==> src/rtl/if_fetch_unit_pkg.sv <==
// if_fetch_unit_pkg: shared widths, reset/NOP encodings and the fetch-buffer entry layout
package if_fetch_unit_pkg;
    localparam int XLEN = 32;
    localparam logic [XLEN-1:0] ZERO_WORD = '0;
    localparam logic [XLEN-1:0] NOP_WORD = 32'h0000_0013;
    typedef struct packed {
        logic [XLEN-1:0] pc;
        logic [XLEN-1:0] inst;
        logic            misalign;
    } fetch_entry_t;
    localparam int ENTRY_W = $bits(fetch_entry_t);
endpackage

==> src/rtl/if_fetch_fifo.sv <==
// if_fetch_fifo: synchronous FIFO with occupancy count and synchronous clear
module if_fetch_fifo #(
    parameter int W     = 65,
    parameter int DEPTH = 2
) (
    input  logic                       clk,
    input  logic                       rst_n,
    input  logic                       clear,
    input  logic                       push,
    input  logic [W-1:0]               wdata,
    input  logic                       pop,
    output logic [W-1:0]               rdata,
    output logic [$clog2(DEPTH+1)-1:0] count
);
    localparam int AW = (DEPTH > 1) ? $clog2(DEPTH) : 1;
    localparam int CW = $clog2(DEPTH + 1);
    logic [W-1:0] mem [DEPTH];
    logic [AW-1:0] wr_ptr, rd_ptr;
    logic do_push, do_pop;
    function automatic logic [AW-1:0] bump(input logic [AW-1:0] p);
        return (p == AW'(DEPTH - 1)) ? '0 : p + 1'b1;
    endfunction
    assign do_pop  = pop && count != '0;
    assign do_push = push && (count != CW'(DEPTH) || do_pop);
    assign rdata   = mem[rd_ptr];
    always_ff @(posedge clk or negedge rst_n) begin
        if (!rst_n) begin
            wr_ptr <= '0;
            rd_ptr <= '0;
            count  <= '0;
        end else if (clear) begin
            wr_ptr <= '0;
            rd_ptr <= '0;
            count  <= '0;
        end else begin
            if (do_push) wr_ptr <= bump(wr_ptr);
            if (do_pop) rd_ptr <= bump(rd_ptr);
            count <= count + CW'(do_push) - CW'(do_pop);
        end
    end
    always_ff @(posedge clk) begin
        if (do_push && !clear) mem[wr_ptr] <= wdata;
    end
endmodule

==> src/rtl/if_fetch_unit.sv <==
// if_fetch_unit: pipelined instruction fetch with PC pairing, flush discard and in-order buffer.
// Optional misaligned-PC trapping enabled by defining IF_MISALIGN_CHECK_EN.
module if_fetch_unit
    import if_fetch_unit_pkg::*;
#(
    parameter int              FIFO_DEPTH = 2,
    parameter int              MAX_OUTST  = 2,
    parameter logic [XLEN-1:0] NOP_INST   = NOP_WORD
) (
    input  logic            clk,
    input  logic            rst_n,
    input  logic [XLEN-1:0] pc_in,
    output logic            pc_hold,
    input  logic            flush_i,
    output logic            imem_req,
    output logic [XLEN-1:0] imem_addr,
    input  logic            imem_gnt,
    input  logic            imem_rvalid,
    input  logic [XLEN-1:0] imem_rdata,
    output logic            id_valid,
    input  logic            id_ready,
    output logic [XLEN-1:0] id_inst,
    output logic [XLEN-1:0] id_pc,
    output logic            id_misalign
);
    localparam int FCW = $clog2(FIFO_DEPTH + 1);
    localparam int QCW = $clog2(MAX_OUTST + 1);
    logic [FCW-1:0] fifo_cnt;
    logic [QCW-1:0] pcq_cnt, discard_cnt;
    logic [XLEN-1:0] pcq_head, outst;
    fetch_entry_t head, push_entry;
    logic gnt_fire, resp_ok, keep, mis_push, misalign, credit, fifo_push;
    // Every granted, unanswered request is either still paired in the PC queue or awaiting discard
    assign outst    = 32'(pcq_cnt) + 32'(discard_cnt);
    assign credit   = (outst + 32'(fifo_cnt) < 32'(FIFO_DEPTH)) && (outst < 32'(MAX_OUTST));
`ifdef IF_MISALIGN_CHECK_EN
    logic mis_done;
    assign misalign = pc_in[1:0] != 2'b00;
    assign mis_push = rst_n && misalign && !mis_done && !flush_i && outst == 0
                      && 32'(fifo_cnt) < 32'(FIFO_DEPTH);
    always_ff @(posedge clk or negedge rst_n) begin
        if (!rst_n) mis_done <= 1'b0;
        else if (flush_i) mis_done <= 1'b0;
        else if (mis_push) mis_done <= 1'b1;
    end
`else
    assign misalign = 1'b0;
    assign mis_push = 1'b0;
`endif
    assign imem_req   = rst_n && !flush_i && !misalign && credit;
    assign imem_addr  = {pc_in[XLEN-1:2], 2'b00};
    assign gnt_fire   = imem_req && imem_gnt;
    assign pc_hold    = !gnt_fire;
    assign resp_ok    = imem_rvalid && outst != 0;
    assign keep       = resp_ok && discard_cnt == '0;
    assign fifo_push  = (keep || mis_push) && !flush_i;
    assign push_entry = mis_push ? fetch_entry_t'{pc_in, NOP_INST, 1'b1}
                                 : fetch_entry_t'{pcq_head, imem_rdata, 1'b0};
    assign id_valid    = fifo_cnt != '0;
    assign id_inst     = id_valid ? head.inst : NOP_INST;
    assign id_pc       = id_valid ? head.pc : ZERO_WORD;
    assign id_misalign = id_valid && head.misalign;
    always_ff @(posedge clk or negedge rst_n) begin
        if (!rst_n) discard_cnt <= '0;
        else if (flush_i) discard_cnt <= QCW'(outst - 32'(resp_ok));
        else if (resp_ok && discard_cnt != '0) discard_cnt <= discard_cnt - 1'b1;
    end
    if_fetch_fifo #(.W(XLEN), .DEPTH(MAX_OUTST)) u_pc_queue (
        .clk(clk), .rst_n(rst_n), .clear(flush_i),
        .push(gnt_fire), .wdata(pc_in), .pop(keep),
        .rdata(pcq_head), .count(pcq_cnt)
    );
    if_fetch_fifo #(.W(ENTRY_W), .DEPTH(FIFO_DEPTH)) u_fetch_buf (
        .clk(clk), .rst_n(rst_n), .clear(flush_i),
        .push(fifo_push), .wdata(push_entry), .pop(id_valid && id_ready),
        .rdata(head), .count(fifo_cnt)
    );
endmodule

==> config.mk <==
export PLATFORM = sky130hd
export DESIGN_NAME = if_fetch_unit
export DESIGN_NICKNAME = d
export VERILOG_FILES = /design/src/rtl/if_fetch_unit_pkg.sv /design/src/rtl/if_fetch_fifo.sv /design/src/rtl/if_fetch_unit.sv
export SDC_FILE = /design/constraint.sdc
export NUM_CORES = 1
export LEC_CHECK = 0
export ABC_AREA = 0
export CORE_MARGIN = 3
export CORE_UTILIZATION = 37
export DETAILED_ROUTE_END_ITERATION = 16
export SETUP_SLACK_MARGIN = 0.4
export SLEW_MARGIN = 10
export SYNTH_ARGS = -nofsm -noshare
export SYNTH_HDL_FRONTEND = slang
export SYNTH_HIERARCHICAL = 1
export SYNTH_SLANG_ARGS = --single-unit
==> constraint.sdc <==
create_clock -name clk -period 7.3 [get_ports clk]
set_input_delay 0.73 -clock clk [delete_from_list [all_inputs] [get_ports clk]]
set_output_delay 0.73 -clock clk [all_outputs]
set_load 0.01 [all_outputs]
==> results of run 1 <==
[registers in the layout (all words and copies together), names as in the netlist]
name and count:
u_fetch_buf/mem 130, u_pc_queue/mem 64, discard_cnt 2, u_fetch_buf/count 2, u_pc_queue/count 2, u_fetch_buf/rd_ptr 1
u_fetch_buf/wr_ptr 1, u_pc_queue/rd_ptr 1, u_pc_queue/wr_ptr 1
[kinds of logic (layout without fill, tap and decap cells)]
| group | count (synthesis) | after routing |
|---|---|---|
| buffers and inverters | 59 | 221 |
| other | 1 | 4 |
| multiplexers | 99 | 99 |
| flip-flops | 204 | 204 |
| XOR/XNOR | 7 | 7 |
| adder cells (fa/ha/maj) | 9 | 9 |
| AO/OA/AOI/OAI | 10 | 10 |
| AND/OR/NAND/NOR | 90 | 90 |
[layout make-up]
cell class                 instances  area (um2)
clock inverter                    10        93.8
timing repair buffer             173        1720
sequential                       204        6080
tap                              280         350
clock buffer                      29         598
fill                            1820       11200
multi-input combinational        219        2010
inverter                           9        33.8
[power breakdown]
group,internal [uW],switching (uW)
logic,186,162
registers,1320,19.0
clock network,643,409
total,2150,591
[synthesized netlist by cell type (2+ instances only)]
master	instances
o31ai_4	2
dfrtp_1	10
nand2b_1	3
buf_4	36
nor2_1	7
edfxtp_1	194
and2_1	65
nand2_1	2
mux2_4	2
buf_2	7
o21a_1	2
clkbuf_1	7
inv_1	7
fa_1	2
inv_2	2
mux2_2	97
nor3_1	4
xnor2_1	4
nor2b_1	4
ha_1	7
nor3b_1	2
xor2_1	3
[how the worst max path moves through the flow]
stage	from	end	slack, ns	cells after the start
floorplan	u_pc_queue/count[0]	u_fetch_buf/mem[0][0]	0.55	6
global placement	u_pc_queue/count[0]	u_pc_queue/mem[1][11]	3.60	9
detailed placement	u_pc_queue/count[0]	u_pc_queue/mem[1][5]	3.48	9
CTS	u_pc_queue/count[0]	imem_req	3.00	6
global route	u_pc_queue/count[0]	imem_req	2.89	6
finish	u_pc_queue/count[0]	imem_req	3.05	6
[critical path: stages (launching register included)]
cell and delay [ns]:
dfrtp_1 0.43, ha_1 0.23, fa_1 0.62, fa_1 0.47
or4b_1 0.52, nor3_2 0.18, clkdlybuf4s50_1 0.57
[through the flow]
step / area, um2 / total power (uW) / utilization (%)
after global placement: 10200 / 1710 / 46.1
after global routing: 10900 / 2860 / 49.2
after detailed placement: 10200 / 1720 / 46.1
after CTS: 10900 / 2790 / 49.2
final: 10900 / 2740 / 49.2
after floorplan: 8420 / 1550 / -
[layer usage]
metal | wire length [um] | vias to the layer above
met1 | 6540 | 2084
met3 | 967 | 18
met2 | 7770 | 150
met4 | 304 | 0
li1 | - | 2027
met5 | 0 | -
==> results by group, run 1 <==
Route
  • DRC errors left: 0
  • Total via count in the routed design: approximately 4300
  • Routed wire per std cell: 16.9 um
  • Count of nets left with antenna violations after detail routing: 0
  • Number of iterations in the first detailed-routing pass: 7
  • First-iteration detailed-routing DRC count: around 170
  • Vias per cell: about 4.6
  • Total Routed Length: 15600 um

Global route
  • Met2 Use GR: 21.8%
  • Via count of the first global-routing pass: 4573
  • Global-route usage over all layers: about 13%
  • Most used routing layer: met2
  • Global route total overflow: 0
  • Met1 track demand over resource: around 16%
  • Initial antenna violation count: 0
  • Global-route wire length before repair: roughly 24000 um
  • GR met3 Demand/Resource: roughly 2.7%
  • Largest net degree at the start of global routing: 68

Yosys
  • Share of async-settable or async-resettable flops after synthesis: 4.90%
  • Number of enable flip-flop cells after synthesis: ~190
  • Cells after Synth: 479
  • Ranking of synthesized cells by area: edfxtp_1 69%, mux2_2 13%, and2_1 4.8%
  • Post-synthesis share of cell area spent on full adders, half adders and majority gates: roughly 1.5%
  • Syn. warnings: 6
  • Synth Register Bits: 204
  • Portion of the post-synthesis area used by sequential elements: between 70% and 80%
  • Synth Cell Area: ~0.0084 mm2
  • Compound-Gate Fraction of Synth Area: ~1.3%
  • Most common flop cell mapped by yosys: edfxtp_1
  • Syn_area_per_cell: approximately 18 um2
  • Fraction of synthesized area in multiplexers: a little over an eighth
  • Fraction of synthesized cell area taken by the top area cell type: a little under 70%
  • Yosys top cell by area: edfxtp_1
  • Basic-gate share of the synthesized area counting and, or, nand and nor cells: under 10%
  • Number of distinct library cell variants in the gate-level netlist after synthesis: 32
  • Combinational family with the most area after synthesis: multiplexers
  • Post-Synth XOR/XNOR Area: less than 1%

Critical path
  • Data required time at the worst endpoint: about 6.6 ns
  • Critical Path Fanout Max: 4
  • R2r endpoint: u_pc_queue/mem[1][4]
  • Critical Path End Type: output port
  • Worst reg2reg startpoint: u_pc_queue/count[0]
  • Arrival time of data at the critical path endpoint: ~3.5 ns
  • Category of the worst setup path launch point: flip-flop
  • Worst r2r path cells: 9
  • Worst setup path category: flip-flop to output port
  • Worst setup slack for register-to-register paths: about 3.5 ns

Final layout
  • Fraction of layout cells with a size suffix above 1: 23.0%
  • Most common cell after layout, fill and taps aside: edfxtp_1
  • Most frequent cells in the layout: 194 x edfxtp_1, 167 x clkdlybuf4s50_1, 97 x mux2_2
  • P&R area growth vs syn: 29.4%
  • Total number of nets in the final design: 708
  • Ant. Diodes: 0
  • Post-route non-filler standard cell count: 924

Die
  • Die outline area: 0.0246 mm2
  • Core Footprint: 0.0221 mm2
  • # rows: 54
  • IO Count: 170
  • Die outline width: around 160 um
  • Effective utilization at floorplan: between 30% and 40%
  • Height of the die: ~160 um

Worst hold path
  • Hold/Removal Path Class: flip-flop to flip-flop
  • Hold Path Depth: 1
  • Origin of the worst min-delay path: u_pc_queue/mem[0][24]
  • Hold Path Sink: u_fetch_buf/mem[0][57]

Clock tree
  • Clock-pin slew on the worst setup and hold paths: around 0.06 ns
  • Total number of H-tree levels: 1
  • TritonCTS clock tree: built
  • Clock Sinks: 204
  • Insertion delay to the later sink of the worst-skew pair: about 0.49 ns
  • Post-CTS Resized: 0
  • Clock Root Buffer: clkbuf_16
  • Post-CTS Hold Fix Bufs: 0
  • TritonCTS Buffers: 22
  • Clk buf depth: 3
  • Post-CTS setup buffer count: 0

Placement
  • Number of placed instances with taps included: between 800 and 900
  • Last weighted congestion value of the routability-driven placer: approximately 0.76
  • Setup WS pre-CTS: ~3.5 ns
  • DP Wirelength: 9550 um
  • Number of buffers inserted by port buffering: between 150 and 200

STA
  • Setup-violating endpoint count in the final report: 0
  • Slew Limit Headroom: between 30% and 40%
  • Number of pins with negative max-slew slack in the final report: 0
  • Final Worst Setup Slack: slightly above 3 ns
  • Setup clock skew after layout: about 0.007 ns
  • RSZ-0062 raised after global routing: no
  • Portion of the clock cycle consumed by the worst path in the final layout: between 50% and 60%
  • Minimum clock period after layout: between 4 and 5 ns
  • Highest clock rate: 0.235 GHz
  • Final setup TNS: 0 ns
  • Tightest Pin Transition: 0.949 ns
  • Final worst hold slack: roughly 0.56 ns
  • Hold violation total from the final report: 0

Run
  • Number of max-cap violations: 0

Power and ir drop
  • Leakage: approximately 0.0037 uW
  • Peak supply drop: roughly 140 uV
  • Power density over the cells: 252 mW/mm2

Outcome
  • Run status: complete, no violations
Note: power is estimated with default switching activity, not from simulation.
==> run 2, diff against run 1 <==
Clock period 7.3 ns to 4 ns, I/O delays scaled along.
==> run 2 against run 1 <==
  * Total power up 90%
  * Sequential power increased by 83%
  * Non-clock buffer count is 6 higher
  * Die area unchanged
  * First-iteration DRC count up 18%
  * Sequential share of layout area down 0.88 points
  * Critical path depth is 7 higher
  * Via count grew 1.0%
==> results by group, run 2 (synthesized netlist as in run 1, its figures left out) <==
Outcome
  • Run status: complete, no violations

STA
  • Number of pins with negative max-slew slack in the final report: 0 (unchanged)
  • Setup-violating endpoint count in the final report: 0 (unchanged)
  • Final worst hold slack: 0.255 ns (-0.306 ns)
  • Minimum clock period after layout: about 3.5 ns
  • Setup clock skew after layout: 0.0106 ns (+0.00354 ns)
  • Hold violation total from the final report: 0 (unchanged)
  • Final Worst Setup Slack: 0.530 ns (-2.52 ns)
  • Portion of the clock cycle consumed by the worst path in the final layout: between 80 and 90%
  • RSZ-0062 raised after global routing: yes
  • Slew Limit Headroom: 35.6% (-1.1 points)
  • Highest clock rate: approximately 0.29 GHz
  • Tightest Pin Transition: 0.966 ns (+0.0171 ns)

Final layout
  • Most common cell after layout, fill and taps aside: edfxtp_1
  • Total number of nets in the final design: 715 (+0.99%)
  • Ant. Diodes: 0 (unchanged)
  • Fraction of layout cells with a size suffix above 1: 25.2% (+2.2 points)
  • Final core utilization: 50.0% (+0.79 points)
  • P&R area growth vs syn: 31.5%
  • Max FFs per register: 130 (unchanged)
  • Registers with the highest flip-flop counts: u_fetch_buf/mem: 130 flops, u_pc_queue/mem: 64 flops
  • Most frequent cells in the layout: 194 x edfxtp_1, 165 x clkdlybuf4s50_1, 97 x mux2_2
  • Register with the highest flop count: u_fetch_buf/mem
  • Final instance area: 0.0111 mm2 (+1.6%)
  • Post-route non-filler standard cell count: 932 (+0.87%)

Die
  • Die outline width: 157 um (unchanged)
  • Core Footprint: 0.0221 mm2 (unchanged)
  • Effective utilization at floorplan: 38.1% (unchanged)
  • # rows: 54 (unchanged)
  • IO Count: 170 (unchanged)
  • Height of the die: 157 um (unchanged)
  • Die outline area: 0.0246 mm2 (unchanged)

Global route
  • Via count of the first global-routing pass: 4810 (+5.2%)
  • Global-route usage over all layers: 12.9% (+0.36 points)
  • Global-route wire length before repair: 25200 um (+4.2%)
  • Largest net degree at the start of global routing: 67 (-1.5%)
  • Initial antenna violation count: 0 (unchanged)
  • Global route total overflow: 0 (unchanged)

Critical path
  • Critical Path End Type: flip-flop
  • Worst reg2reg startpoint: discard_cnt[0]
  • Critical Path Fanout Max: 4 (unchanged)
  • R2r endpoint: u_pc_queue/count[1]
  • Arrival time of data at the critical path endpoint: 3.84 ns (+0.32 ns)
  • Worst setup slack for register-to-register paths: 0.53 ns (-2.99 ns)
  • Worst r2r path cells: 13 (+4)
  • Worst setup path category: flip-flop to flip-flop
  • Data required time at the worst endpoint: 4.37 ns (-2.20 ns)
  • Category of the worst setup path launch point: flip-flop

Power and ir drop
  • Power density over the cells: 472 mW/mm2 (+87%)
  • Leakage: 0.00375 uW (+2.1%)
  • Net switching component of the power: 1140 uW (+92%)
  • Cell-internal power: 4080 uW (+90%)
  • Fraction of power consumed by combinational cells: 13.0% (+0.3 points)
  • Peak supply drop: 271 uV (+98%)
  • Switch share: 21.8% (+0.23 points)
  • Reg power frac: 46.9% (-2.0 points)
  • Clock network fraction of total power: 40.1% (+1.7 points)

Placement
  • Number of buffers inserted by port buffering: 167 (unchanged)
  • Number of placed instances with taps included: 887 (+0.23%)
  • DP Wirelength: 9940 um (+4.1%)
  • Placed cell areas: 0.0103 mm2 (+0.80%)
  • Last weighted congestion value of the routability-driven placer: 0.726 (-3.9%)
  • Setup WS pre-CTS: 0.370 ns (-3.11 ns)

Route
  • Vias per cell: 4.64 (+0.14%)
  • First-iteration detailed-routing DRC count: 201 (+18%)
  • Number of iterations in the first detailed-routing pass: 4 (-3)
  • Total Routed Length: 16100 um (+3.3%)
  • DRC errors left: 0 (unchanged)
  • Total via count in the routed design: 4322 (+1.0%)
  • Count of nets left with antenna violations after detail routing: 0 (unchanged)
  • Routed wire per std cell: 17.3 um (+2.4%)

Clock tree
  • Clock Sinks: 204 (unchanged)
  • TritonCTS Buffers: 23 (+4.5%)
  • Clock-pin slew on the worst setup and hold paths: 0.06 ns (about the same)
  • Clk buf depth: 3 (unchanged)
  • Clock Root Buffer: clkbuf_16
  • Post-CTS Hold Fix Bufs: 0 (unchanged)
  • Insertion delay to the later sink of the worst-skew pair: 0.49 ns (about the same)
  • Total number of H-tree levels: 1 (unchanged)
  • TritonCTS clock tree: built

Worst hold path
  • Hold/Removal Path Class: primary input to async pin

Run
  • Number of max-cap violations: 0 (unchanged)
[run 2: layout make-up]
cell class / count / area (um2)
clock buffer: 25 / 583
sequential: 204 / 6080
fill: 1829 / 11000
multi-input combinational: 219 / 2050
clock inverter: 16 / 180
tap: 280 / 350
timing repair buffer: 179 / 1780
inverter: 9 / 33.8
[run 2: how the worst max path moves through the flow]
stage	from	end	slack, ns	cells after the start
final	discard_cnt[0]	u_pc_queue/count[1]	0.53	13
after global routing	discard_cnt[0]	u_pc_queue/count[1]	0.39	13
after CTS	discard_cnt[0]	pc_hold	0.43	7
after detailed placement	u_pc_queue/count[0]	u_pc_queue/count[1]	0.37	12
after global placement	u_pc_queue/count[0]	u_pc_queue/count[1]	0.45	12
after floorplan	u_pc_queue/count[0]	u_pc_queue/mem[1][0]	-0.02	8
[run 2: repair_timing]
item,4_1_cts,5_1_grt
gates cloned,0,0
setup buffers,3,1
pin swaps,2,1
resized for setup,3,1
setup endpoints to repair,24,3
[run 2: metrics by stage]
| step | setup TNS [ns] | power [uW] |
|---|---|---|
| 6_report | 0 | 5220 |
| 5_1_grt | 0 | 5440 |
| 4_1_cts | 0 | 5310 |
| 3_5_place_dp | 0 | 3170 |
| 3_3_place_gp | 0 | 3140 |
| 2_1_floorplan | -0.735 | 2840 |
[run 2: power groups by stage]
stage | clock (uW) | combinational, uW | sequential [uW]
floorplan | 0 | 362 | 2480
global placement | 0 | 651 | 2490
detailed placement | 0 | 673 | 2490
CTS | 2170 | 687 | 2450
global route | 2250 | 735 | 2450
finish | 2090 | 677 | 2450
[run 2: per-layer routing]
metal,vias up,GRT usage [%],part of all wire [%]
met5,-,0,0
li1,2044,-,-
met2,137,23.7,52
met3,25,2.60,5.4
met1,2116,15.3,40
met4,0,3.67,2.2
[run 2: worst max-delay path, stage by stage, from the launching register on]
cell,delay (ns)
dfrtp_1,0.40
ha_2,0.20
fa_2,0.54
fa_1,0.42
or4b_4,0.51
nor3_4,0.20
buf_4,0.14
and2_4,0.13
o31ai_4,0.10
ha_1,0.29
inv_1,0.04
ha_1,0.18
xnor2_1,0.15
nor2_1,0.05
==> run 3, diff against run 2 <==
Settings changed: RECOVER_POWER set to 25.
==> run 3 against run 2 <==
  * Sequential power about the same
  * Cell count is 0.11% higher
  * Non-clock buffer count did not move
  * Total power fell by 0.26%
  * Hold slack gained 0.071 ns
  * Largest power group unchanged
==> results by group, run 3 (synthesized netlist as in run 1, its figures left out) <==
Outcome
  • Run status: complete, no violations

Die
  • Die outline width: 157 um (unchanged)
  • Die outline area: 0.0246 mm2 (unchanged)
  • Height of the die: 157 um (unchanged)
  • Effective utilization at floorplan: 38.1% (unchanged)
  • Core Footprint: 0.0221 mm2 (unchanged)
  • IO Count: 170 (unchanged)
  • # rows: 54 (unchanged)

Placement
  • Setup WS pre-CTS: 0.370 ns (unchanged)
  • Number of placed instances with taps included: 887 (unchanged)
  • DP Wirelength: 9940 um (unchanged)
  • Number of buffers inserted by port buffering: 167 (unchanged)
  • Last weighted congestion value of the routability-driven placer: 0.726 (unchanged)

Clock tree
  • Post-CTS Hold Fix Bufs: 0 (unchanged)
  • Clock-pin slew on the worst setup and hold paths: 0.06 ns (about the same)
  • Insertion delay to the later sink of the worst-skew pair: 0.49 ns (about the same)
  • Clk buf depth: 3 (unchanged)
  • Total number of H-tree levels: 1 (unchanged)
  • TritonCTS clock tree: built
  • Clock Sinks: 204 (unchanged)
  • TritonCTS Buffers: 23 (unchanged)
  • Clock Root Buffer: clkbuf_16

Critical path
  • Termination of the worst setup path: u_pc_queue/count[1]
  • Worst setup path category: flip-flop to flip-flop
  • Worst setup slack for register-to-register paths: 0.53 ns (about the same)
  • Worst reg2reg startpoint: discard_cnt[0]
  • Data required time at the worst endpoint: 4.37 ns (about the same)
  • Critical Path End Type: flip-flop
  • Category of the worst setup path launch point: flip-flop
  • Critical Path Fanout Max: 4 (unchanged)
  • Arrival time of data at the critical path endpoint: 3.84 ns (about the same)
  • Launching element of the worst setup path: discard_cnt[0]
  • R2r endpoint: u_pc_queue/count[1]
  • Worst r2r path cells: 13 (unchanged)

Global route
  • Via count of the first global-routing pass: 4810 (unchanged)
  • Global route total overflow: 0 (unchanged)
  • Largest net degree at the start of global routing: 67 (unchanged)
  • Initial antenna violation count: 0 (unchanged)
  • Global-route usage over all layers: 12.9% (unchanged)
  • Global-route wire length before repair: 25200 um (unchanged)

STA
  • Setup-violating endpoint count in the final report: 0 (unchanged)
  • Slew Limit Headroom: 35.3% (-0.28 points)
  • RSZ-0062 raised after global routing: yes
  • Final worst hold slack: 0.326 ns (+0.0709 ns)
  • Minimum clock period after layout: 3.47 ns (-0.0000250 ns)
  • Number of pins with negative max-slew slack in the final report: 0 (unchanged)
  • Setup clock skew after layout: 0.0115 ns (+0.000927 ns)
  • Portion of the clock cycle consumed by the worst path in the final layout: 86.8% (about the same)
  • Highest clock rate: 0.288 GHz (about the same)
  • Final Worst Setup Slack: 0.530 ns (+0.0000250 ns)
  • Hold violation total from the final report: 0 (unchanged)
  • Tightest Pin Transition: 0.970 ns (+0.00420 ns)

Power and ir drop
  • Net switching component of the power: 1130 uW (-0.11%)
  • Fraction of power consumed by combinational cells: 12.8% (-0.2 points)
  • Leakage: 0.00377 uW (+0.44%)
  • Power density over the cells: 471 mW/mm2 (-0.29%)
  • Cell-internal power: 4070 uW (-0.31%)
  • Clock network fraction of total power: 40.2% (about the same)
  • Switch share: 21.8% (+0.033 points)
  • Reg power frac: 47.0% (about the same)
  • Peak supply drop: 270 uV (-0.32%)

Route
  • First-iteration detailed-routing DRC count: 185 (-8.0%)
  • Count of nets left with antenna violations after detail routing: 0 (unchanged)
  • Number of iterations in the first detailed-routing pass: 4 (unchanged)
  • Total via count in the routed design: 4314 (-0.19%)
  • Total Routed Length: 16100 um (about the same)
  • Vias per cell: 4.62 (-0.29%)
  • Routed wire per std cell: 17.3 um (-0.11%)
  • DRC errors left: 0 (unchanged)

Worst hold path
  • Hold/Removal Path Class: primary input to async pin

Final layout
  • Registers with the highest flip-flop counts: u_fetch_buf/mem: 130 flops, u_pc_queue/mem: 64 flops
  • Post-route non-filler standard cell count: 933 (+0.11%)
  • Most common cell after layout, fill and taps aside: edfxtp_1
  • Area of the multi-input gates: 0.00205 mm2 (unchanged)
  • Max FFs per register: 130 (unchanged)
  • P&R area growth vs syn: 31.5% (about the same)
  • Register with the highest flop count: u_fetch_buf/mem
  • Total number of nets in the final design: 715 (unchanged)
  • Fraction of layout cells with a size suffix above 1: 25.2% (unchanged)
  • Sequential standard cell area: 0.00608 mm2 (unchanged)
  • Most frequent cells in the layout: 194 x edfxtp_1, 102 x clkdlybuf4s50_1, 97 x mux2_2
  • Number of fill cells: 1830 (+0.055%)

Run
  • Number of max-cap violations: 0 (unchanged)
## run 3: changes by cell type in the layout (fill, tap and decap cells not counted)
| cell | delta |
|---|---|
| dlygate4sd3_1 | +63 |
| diode_2 | +1 |
| clkdlybuf4s50_1 | -63 |
## run 3: through the flow
| stage | setup TNS (ns) | util [%] | area (um2) | power, uW |
|---|---|---|---|---|
| 2_1_floorplan | -0.735 | - | 8490 | 2840 |
| 3_3_place_gp | 0 | 46.5 | 10300 | 3140 |
| 3_5_place_dp | 0 | 46.5 | 10300 | 3170 |
| 4_1_cts | 0 | 50.0 | 11100 | 5310 |
| 5_1_grt | 0 | 50.0 | 11100 | 5430 |
| 6_report | 0 | 50.0 | 11100 | 5200 |
## run 3: what timing repair did
| item | in CTS | in global routing |
|---|---|---|
| pin swaps | 2 | 1 |
| buffers inserted | 3 | 1 |
| resized for setup | 3 | 1 |
| setup endpoints to repair | 24 | 3 |
## run 3: critical path, stage by stage (launching register included)
cell     delay (ns)
dfrtp_1        0.40
ha_2           0.20
fa_2           0.54
fa_1           0.42
or4b_4         0.51
nor3_4         0.20
buf_4          0.14
and2_4         0.13
o31ai_4        0.10
ha_1           0.29
inv_1          0.04
ha_1           0.18
xnor2_1        0.15
nor2_1         0.05
## run 3: area by class of cell
| cell class | count | share of cell area, % |
|---|---|---|
| clock inverters | 16 | 1.63 |
| diodes | 1 | 0.0226 |
| multi-input cells | 219 | 18.5 |
| inverters | 9 | 0.306 |
| clock buffers | 25 | 5.27 |
| flip-flops and latches | 204 | 55.0 |
| well taps | 280 | 3.17 |
| repair buffers | 179 | 16.1 |
## run 3: worst min-delay path by stage
stage                                     start                endpoint  slack [ns]  cells after the start
after floorplan                           rst_n          discard_cnt[0]        0.10                      0
after global placement    u_pc_queue/mem[1][19]  u_fetch_buf/mem[1][52]        0.54                      1
after detailed placement  u_pc_queue/mem[1][28]  u_fetch_buf/mem[1][61]        0.55                      1
after CTS                                 rst_n    u_fetch_buf/count[1]        0.24                      1
after global routing                      rst_n          discard_cnt[0]        0.34                      1
final                                     rst_n       u_pc_queue/wr_ptr        0.33                      1
## run 3: power by group through the flow
stage	Clock (uW)	Combinational, uW	Sequential, uW
after floorplan	0	362	2480
after global placement	0	651	2490
after detailed placement	0	673	2490
after CTS	2170	687	2450
after global routing	2250	722	2450
final	2090	665	2450
## run 3: layer usage
| metal | up-vias | global-route usage, % | part of all wire, % |
|---|---|---|---|
| li1 | 2047 | - | - |
| met5 | - | 0 | 0 |
| met4 | 0 | 3.67 | 2.2 |
| met1 | 2108 | 15.3 | 41 |
| met2 | 132 | 23.7 | 52 |
| met3 | 27 | 2.60 | 5.5 |
